## src/rtl/text_buffer.sv

```systemverilog
// Character store for the text grid with a cursor-driven write port.
// Read: combinational (character_id is valid in the same cycle as char_row/char_col).
//   Write: one accepted character per cycle in IDLE.
// Backpressure: in_ready is low during the row and screen clearing sweeps.
module text_buffer #(
  parameter int              ROWS     = 15,
  parameter int              COLS     = 40,
  parameter int              ROW_W    = 4,
  parameter int              COL_W    = 6,
  parameter int              ID_W     = 8,
  parameter logic [ID_W-1:0] BLANK_ID = 8'h20
) (
  input  logic             clk,
  input  logic             rst_n,
  input  logic             in_valid,
  input  logic [ID_W-1:0]  in_char,
  output logic             in_ready,
  input  logic [ROW_W-1:0] char_row,
  input  logic [COL_W-1:0] char_col,
  output logic [ID_W-1:0]  character_id,
  output logic [ROW_W-1:0] cursor_row,
  output logic [COL_W-1:0] cursor_col,
  output logic             busy
);

  localparam int DEPTH  = ROWS * COLS;
  localparam int ADDR_W = $clog2(DEPTH);

  localparam logic [ROW_W-1:0]  LAST_ROW  = ROW_W'(ROWS - 1);
  localparam logic [COL_W-1:0]  LAST_COL  = COL_W'(COLS - 1);
  localparam logic [ADDR_W-1:0] LAST_ADDR = ADDR_W'(DEPTH - 1);
  localparam logic [ADDR_W-1:0] ROW_END   = ADDR_W'(COLS - 1);

  localparam logic [ID_W-1:0] CH_BS = ID_W'(8'h08);
  localparam logic [ID_W-1:0] CH_NL = ID_W'(8'h0A);
  localparam logic [ID_W-1:0] CH_FF = ID_W'(8'h0C);

  typedef enum logic [1:0] {S_IDLE, S_CLR_ALL, S_CLR_ROW} state_t;

  state_t            r_state, w_state_nxt;
  logic [ROW_W-1:0]  r_row, w_row_nxt, w_row_inc;
  logic [COL_W-1:0]  r_col, w_col_nxt;
  logic [ADDR_W-1:0] r_sweep, w_sweep_nxt;
  logic              w_fire;
  logic              w_we;
  logic [ADDR_W-1:0] w_waddr;
  logic [ID_W-1:0]   w_wdata;
  logic [ADDR_W-1:0] w_rd_addr;

  logic [ID_W-1:0] r_mem [DEPTH];

  function automatic logic [ADDR_W-1:0] f_addr(input logic [ROW_W-1:0] r,
                                               input logic [COL_W-1:0] c);
    return ADDR_W'(int'(r) * COLS + int'(c));
  endfunction

  assign w_fire    = in_valid && (r_state == S_IDLE);
  assign w_row_inc = (r_row == LAST_ROW) ? '0 : r_row + 1'b1;

  // State register; reset restarts the full-screen sweep from address 0
  always_ff @(posedge clk) begin
    if (!rst_n) begin
      r_state <= S_CLR_ALL;
      r_row   <= '0;
      r_col   <= '0;
      r_sweep <= '0;
    end else begin
      r_state <= w_state_nxt;
      r_row   <= w_row_nxt;
      r_col   <= w_col_nxt;
      r_sweep <= w_sweep_nxt;
    end
  end

  // Next state, cursor and sweep position
  always_comb begin
    w_state_nxt = r_state;
    w_row_nxt   = r_row;
    w_col_nxt   = r_col;
    w_sweep_nxt = r_sweep;
    case (r_state)
      S_CLR_ALL: begin
        w_row_nxt = '0;
        w_col_nxt = '0;
        if (r_sweep == LAST_ADDR) w_state_nxt = S_IDLE;
        else                      w_sweep_nxt = r_sweep + 1'b1;
      end
      S_CLR_ROW: begin
        if (r_sweep == ROW_END) w_state_nxt = S_IDLE;
        else                    w_sweep_nxt = r_sweep + 1'b1;
      end
      default: begin
        if (w_fire) begin
          if (in_char == CH_NL) begin
            w_col_nxt   = '0;
            w_row_nxt   = w_row_inc;
            w_sweep_nxt = '0;
            w_state_nxt = S_CLR_ROW;
          end else if (in_char == CH_BS) begin
            if (r_col != '0) begin
              w_col_nxt = r_col - 1'b1;
            end else if (r_row != '0) begin
              w_row_nxt = r_row - 1'b1;
              w_col_nxt = LAST_COL;
            end
          end else if (in_char == CH_FF) begin
            w_row_nxt   = '0;
            w_col_nxt   = '0;
            w_sweep_nxt = '0;
            w_state_nxt = S_CLR_ALL;
          end else if (r_col != LAST_COL) begin
            w_col_nxt = r_col + 1'b1;
          end else begin
            // Line full: move to the next row and blank it before use
            w_col_nxt   = '0;
            w_row_nxt   = w_row_inc;
            w_sweep_nxt = '0;
            w_state_nxt = S_CLR_ROW;
          end
        end
      end
    endcase
  end

  // Array write port and handshake outputs
  always_comb begin
    w_we    = 1'b0;
    w_waddr = '0;
    w_wdata = BLANK_ID;
    case (r_state)
      S_CLR_ALL: begin
        w_we    = 1'b1;
        w_waddr = r_sweep;
      end
      S_CLR_ROW: begin
        w_we    = 1'b1;
        w_waddr = f_addr(r_row, COL_W'(r_sweep));
      end
      default: begin
        if (w_fire) begin
          if (in_char == CH_BS) begin
            // Blank the cell the cursor moves back onto; no write at (0,0)
            w_we    = (r_col != '0) || (r_row != '0);
            w_waddr = f_addr(w_row_nxt, w_col_nxt);
          end else if (in_char != CH_NL && in_char != CH_FF) begin
            w_we    = 1'b1;
            w_waddr = f_addr(r_row, r_col);
            w_wdata = in_char;
          end
        end
      end
    endcase
    if (!rst_n) w_we = 1'b0;
    in_ready = (r_state == S_IDLE);
    busy     = (r_state != S_IDLE);
  end

  // Character array write; contents are not reset, the sweep initialises them
  always_ff @(posedge clk) begin
    if (w_we) r_mem[w_waddr] <= w_wdata;
  end

  assign w_rd_addr    = f_addr(char_row, char_col);
  assign character_id = (int'(char_row) < ROWS && int'(char_col) < COLS) ?
                        r_mem[w_rd_addr] : BLANK_ID;
  assign cursor_row   = r_row;
  assign cursor_col   = r_col;

endmodule
```

## config.mk

```make
export PLATFORM = sky130hd
export DESIGN_NAME = text_buffer
export DESIGN_NICKNAME = d
export VERILOG_FILES = /design/src/rtl/text_buffer.sv
export SDC_FILE = /design/constraint.sdc
export NUM_CORES = 2
export LEC_CHECK = 0
export CORE_ASPECT_RATIO = 1.25
export CORE_UTILIZATION = 40
export DETAILED_ROUTE_END_ITERATION = 10
export GPL_ROUTABILITY_DRIVEN = 0
export PLACE_DENSITY = 0.53
export SLEW_MARGIN = 20
export SYNTH_ARGS = -nofsm -noshare
export SYNTH_HDL_FRONTEND = slang
export SYNTH_MEMORY_MAX_BITS = 65536
export SYNTH_SLANG_ARGS = --single-unit
export TNS_END_PERCENT = 30
```

## constraint.sdc

```tcl
create_clock -name clk -period 20.8 [get_ports clk]
set_input_delay 3.12 -clock clk [delete_from_list [all_inputs] [get_ports clk]]
set_output_delay 3.12 -clock clk [all_outputs]
set_load 0.01 [all_outputs]
```

==> key figures <==
Outcome
  • Outcome: finished clean

Hold path
  • Hold path depth: 2
  • Worst hold path class: reg -> reg
  • Hold Path Origin: r_sweep[1]

Placed design
  • PortBufs: 40
  • Number of instances in the placed design: 15750
  • Hpwl dp: 392.7 mm
  • Setup WS pre-CTS: 7333 ps

Timing
  • Minimum clock period: 13590 ps
  • Part of the cycle the worst path needs: 65.32%
  • Worst-margin pin slew: 1284 ps
  • Fmax: 73.60 MHz
  • Setup violations, final: 0
  • Unrepaired setup endpoints after global routing: false
  • Post-route worst setup slack: 7213 ps
  • Setup TNS: 0 ps
  • Slew Limit Fails: 0
  • Skew final: 64.11 ps
  • Worst rel slew slack: 14.37%
  • Hold slack: 564.9 ps
  • Final Hold Viols: 0

Routing
  • Final WL: 615.1 mm
  • Via-to-Cell Ratio: 6.100
  • Number of remaining DRC errors: 0
  • DRT iter0 DRCs: 12270
  • Detail Route Antenna Nets: 0
  • Via count: 101400
  • Routed length per instance: 37.02 um
  • Drt pass-1 iters: 6

Logic synthesis
  • Synthesized flop and latch total: 4822
  • Post-synth cell types: 86
  • Ys flop type: edfxtp_1
  • Synth Instances: 9672
  • Sequential area share after synthesis: 75.74%
  • Post-Syn Area per Cell: 19.74 um2
  • Post-synth EDFFs: 4800
  • Synth area leader: edfxtp_1
  • Syn Nets: 9735
  • Largest cells by area after synthesis: edfxtp_1 76%, mux4_2 11%, mux2i_1 3.6%, nor2_1 1.4%, a221oi_1 1.1%
  • Synth Cell Area: 190900 um2
  • Post-synth top area share: 75.51%
  • Asr flop ratio synth: 0%
  • Synth warnings: 0

Power
  • Combinational group share of total power: 6.0%
  • Internal: 15.48 mW
  • Max IR drop VDD: 0.07553 mV
  • Sequential power share: 52.4%
  • Lkg Pwr: 59.51 nW
  • Clk pwr share: 41.7%
  • P per Cell Area: 93.68 nW/um2
  • Switching Share: 22.92%
  • Sw Pwr: 4.605 mW

Critical path
  • Arr. time, crit path: 10470 ps
  • Critical path launch point type: input port
  • CP Class: in -> out
  • Worst Setup SP: char_row[0]
  • Crit Path Max Fanout: 83
  • CP Capture Type: primary output
  • Worst r2r path cells: 17
  • Worst EP required: 17680 ps
  • R2r startpoint: cursor_col[0]

CTS
  • Clock-pin transition on the worst setup and hold timing paths: 60 ps
  • Clk sinks: 4822
  • CTS Hold Buffers Added: 0
  • CTS tree: yes
  • Insertion delay of the later-clocked pin in the worst-skew pair: 1030 ps
  • # resized after CTS: 0
  • Post-CTS Setup Repair Bufs: 0
  • CTS H-tree lvls: 5
  • Clock root buffer: clkbuf_16
  • TritonCTS Buffers: 461
  • Clk buf depth: 4

Global routing
  • Antenna violations before repair: 38
  • Largest net degree at the start of global routing: 221
  • Gr ovfl total: 0
  • First-pass GRT wire length: 840.8 mm
  • Overall Global Routing Usage: 25.22%
  • Number of global-route vias before repair: 101400

Floorplanning
  • DIE AREA: 480000 um2
  • Die width: 619.9 um
  • Die H: 774.4 um
  • Core ar.: 475200 um2
  • Ports: 41
  • Initial core utilization: 40.17%
  • Std cell rows: 283

Cells and area
  • Area growth syn-to-layout: 12.34%
  • Final Util: 45.13%
  • Multi-input logic area: 43620 um2
  • Layout cells sized above 1: 20.10%
  • Finished Layout Cells: 16620
  • Layout fillers: 40370
  • Final nets: 10010
  • Register Area: 144600 um2

Run
  • Max cap viols: 0
-- layout by cell type, fill, tap and decap left out, types with 42 or more instances in the layout --
cell | Yosys | layout
a211oi_1 | 51 | 47
a21oi_1 | 118 | 116
a221o_1 | 69 | 69
a221oi_1 | 234 | 233
a22oi_1 | 132 | 132
a31oi_1 | 43 | 42
buf_4 | 78 | 325
bufinv_16 | 0 | 46
clkbuf_1 | 233 | 94
clkbuf_16 | 0 | 464
clkinv_1 | 2 | 130
clkinv_2 | 0 | 74
edfxtp_1 | 4800 | 4800
mux2i_1 | 683 | 683
mux4_2 | 912 | 912
nand2_1 | 206 | 201
nand3_1 | 161 | 132
nor2_1 | 694 | 666
nor3_1 | 190 | 174
o21ai_0 | 183 | 173
o22ai_1 | 53 | 52
-- power by group through the flow --
| stage | clock network, mW | logic [mW] | registers [mW] |
|---|---|---|---|
| global placement | 0 | 1.17 | 10.7 |
| floorplan | 0 | 0.542 | 10.7 |
| global route | 8.78 | 1.20 | 10.5 |
| detailed placement | 0 | 1.18 | 10.7 |
| CTS | 8.47 | 1.18 | 10.5 |
| finish | 8.37 | 1.20 | 10.5 |
-- stage by stage --
| stage | cell area, um2 | total power [mW] |
|---|---|---|
| global route | 214400 | 20.50 |
| global placement | 199300 | 11.90 |
| detailed placement | 199500 | 11.90 |
| finish | 214500 | 20.09 |
| CTS | 214200 | 20.16 |
| floorplan | 190900 | 11.27 |
-- per-layer routing --
layer,GRT usage (%),vias to the layer above,wire [um]
li1,-,40790,-
met1,32.27,54600,233200
met2,41.30,4820,297500
met3,4.997,1108,49100
met4,12.00,28,34600
met5,0.3090,-,653
-- cell usage after synthesis, drive strengths merged (35+ instances only) --
master and n:
ha 35, nand3 162, a221oi 234, a22oi 132
edfxtp 4800, a21oi 118, mux4 912, nand2b 38
buf 357, o21ai 190, nand2 206, o22ai 53
mux2i 683, a211oi 51, nor3 200, nor2 696
a221o 69, clkbuf 233, a31oi 44
-- sequential cells by signal, summed over array words and instances (netlist names) --
name and cells:
r_sweep 10, cursor_col 6, r_state 2, cursor_row 4, r_mem 4800
-- critical path, cell delays in order --
cell and delay, ps:
clkdlybuf4s50_1 490, ha_4 210, fa_4 1300, buf_12 530, and2_2 250, buf_4 500, nand2_1 850, nor3_1 500
a211oi_1 100, a22oi_1 500, nand3b_1 170, o21ai_0 560, o211ai_1 540, clkdlybuf4s50_1 640
-- final timing paths --
check / slack [ps] / endpoint
max: 7210 / character_id[1]
min: 560 / r_sweep[1]
max reg2reg: 12870 / r_mem[359][1]
min reg2reg: 560 / r_sweep[1]
-- logic make-up (layout without fill, tap and decap cells) --
| group | count (synthesis) | count (layout) | synth area share, % |
|---|---|---|---|
| AOI/OAI and AO/OA | 1092 | 1092 | 4.174 |
| adders and majority gates | 42 | 42 | 0.3028 |
| xor gates and xnor gates | 26 | 26 | 0.1193 |
| buffers and inverters | 609 | 1266 | 1.781 |
| DFF | 4822 | 4822 | 75.74 |
| other | 0 | 16 | 0 |
| muxes | 1599 | 1599 | 14.36 |
| and+or+nand+nor | 1482 | 1482 | 3.522 |
-- final cells by class --
cell class	instances	area share [%]
tap	6270	3.658
sequential	4822	67.42
antenna	16	0.01867
inverter	19	0.04259
multi-input combinational	4241	20.34
timing repair buffer	399	1.627
clock buffer	558	5.579
clock inverter	290	1.316
No activity file was read; power rests on OpenSTA's default activity.
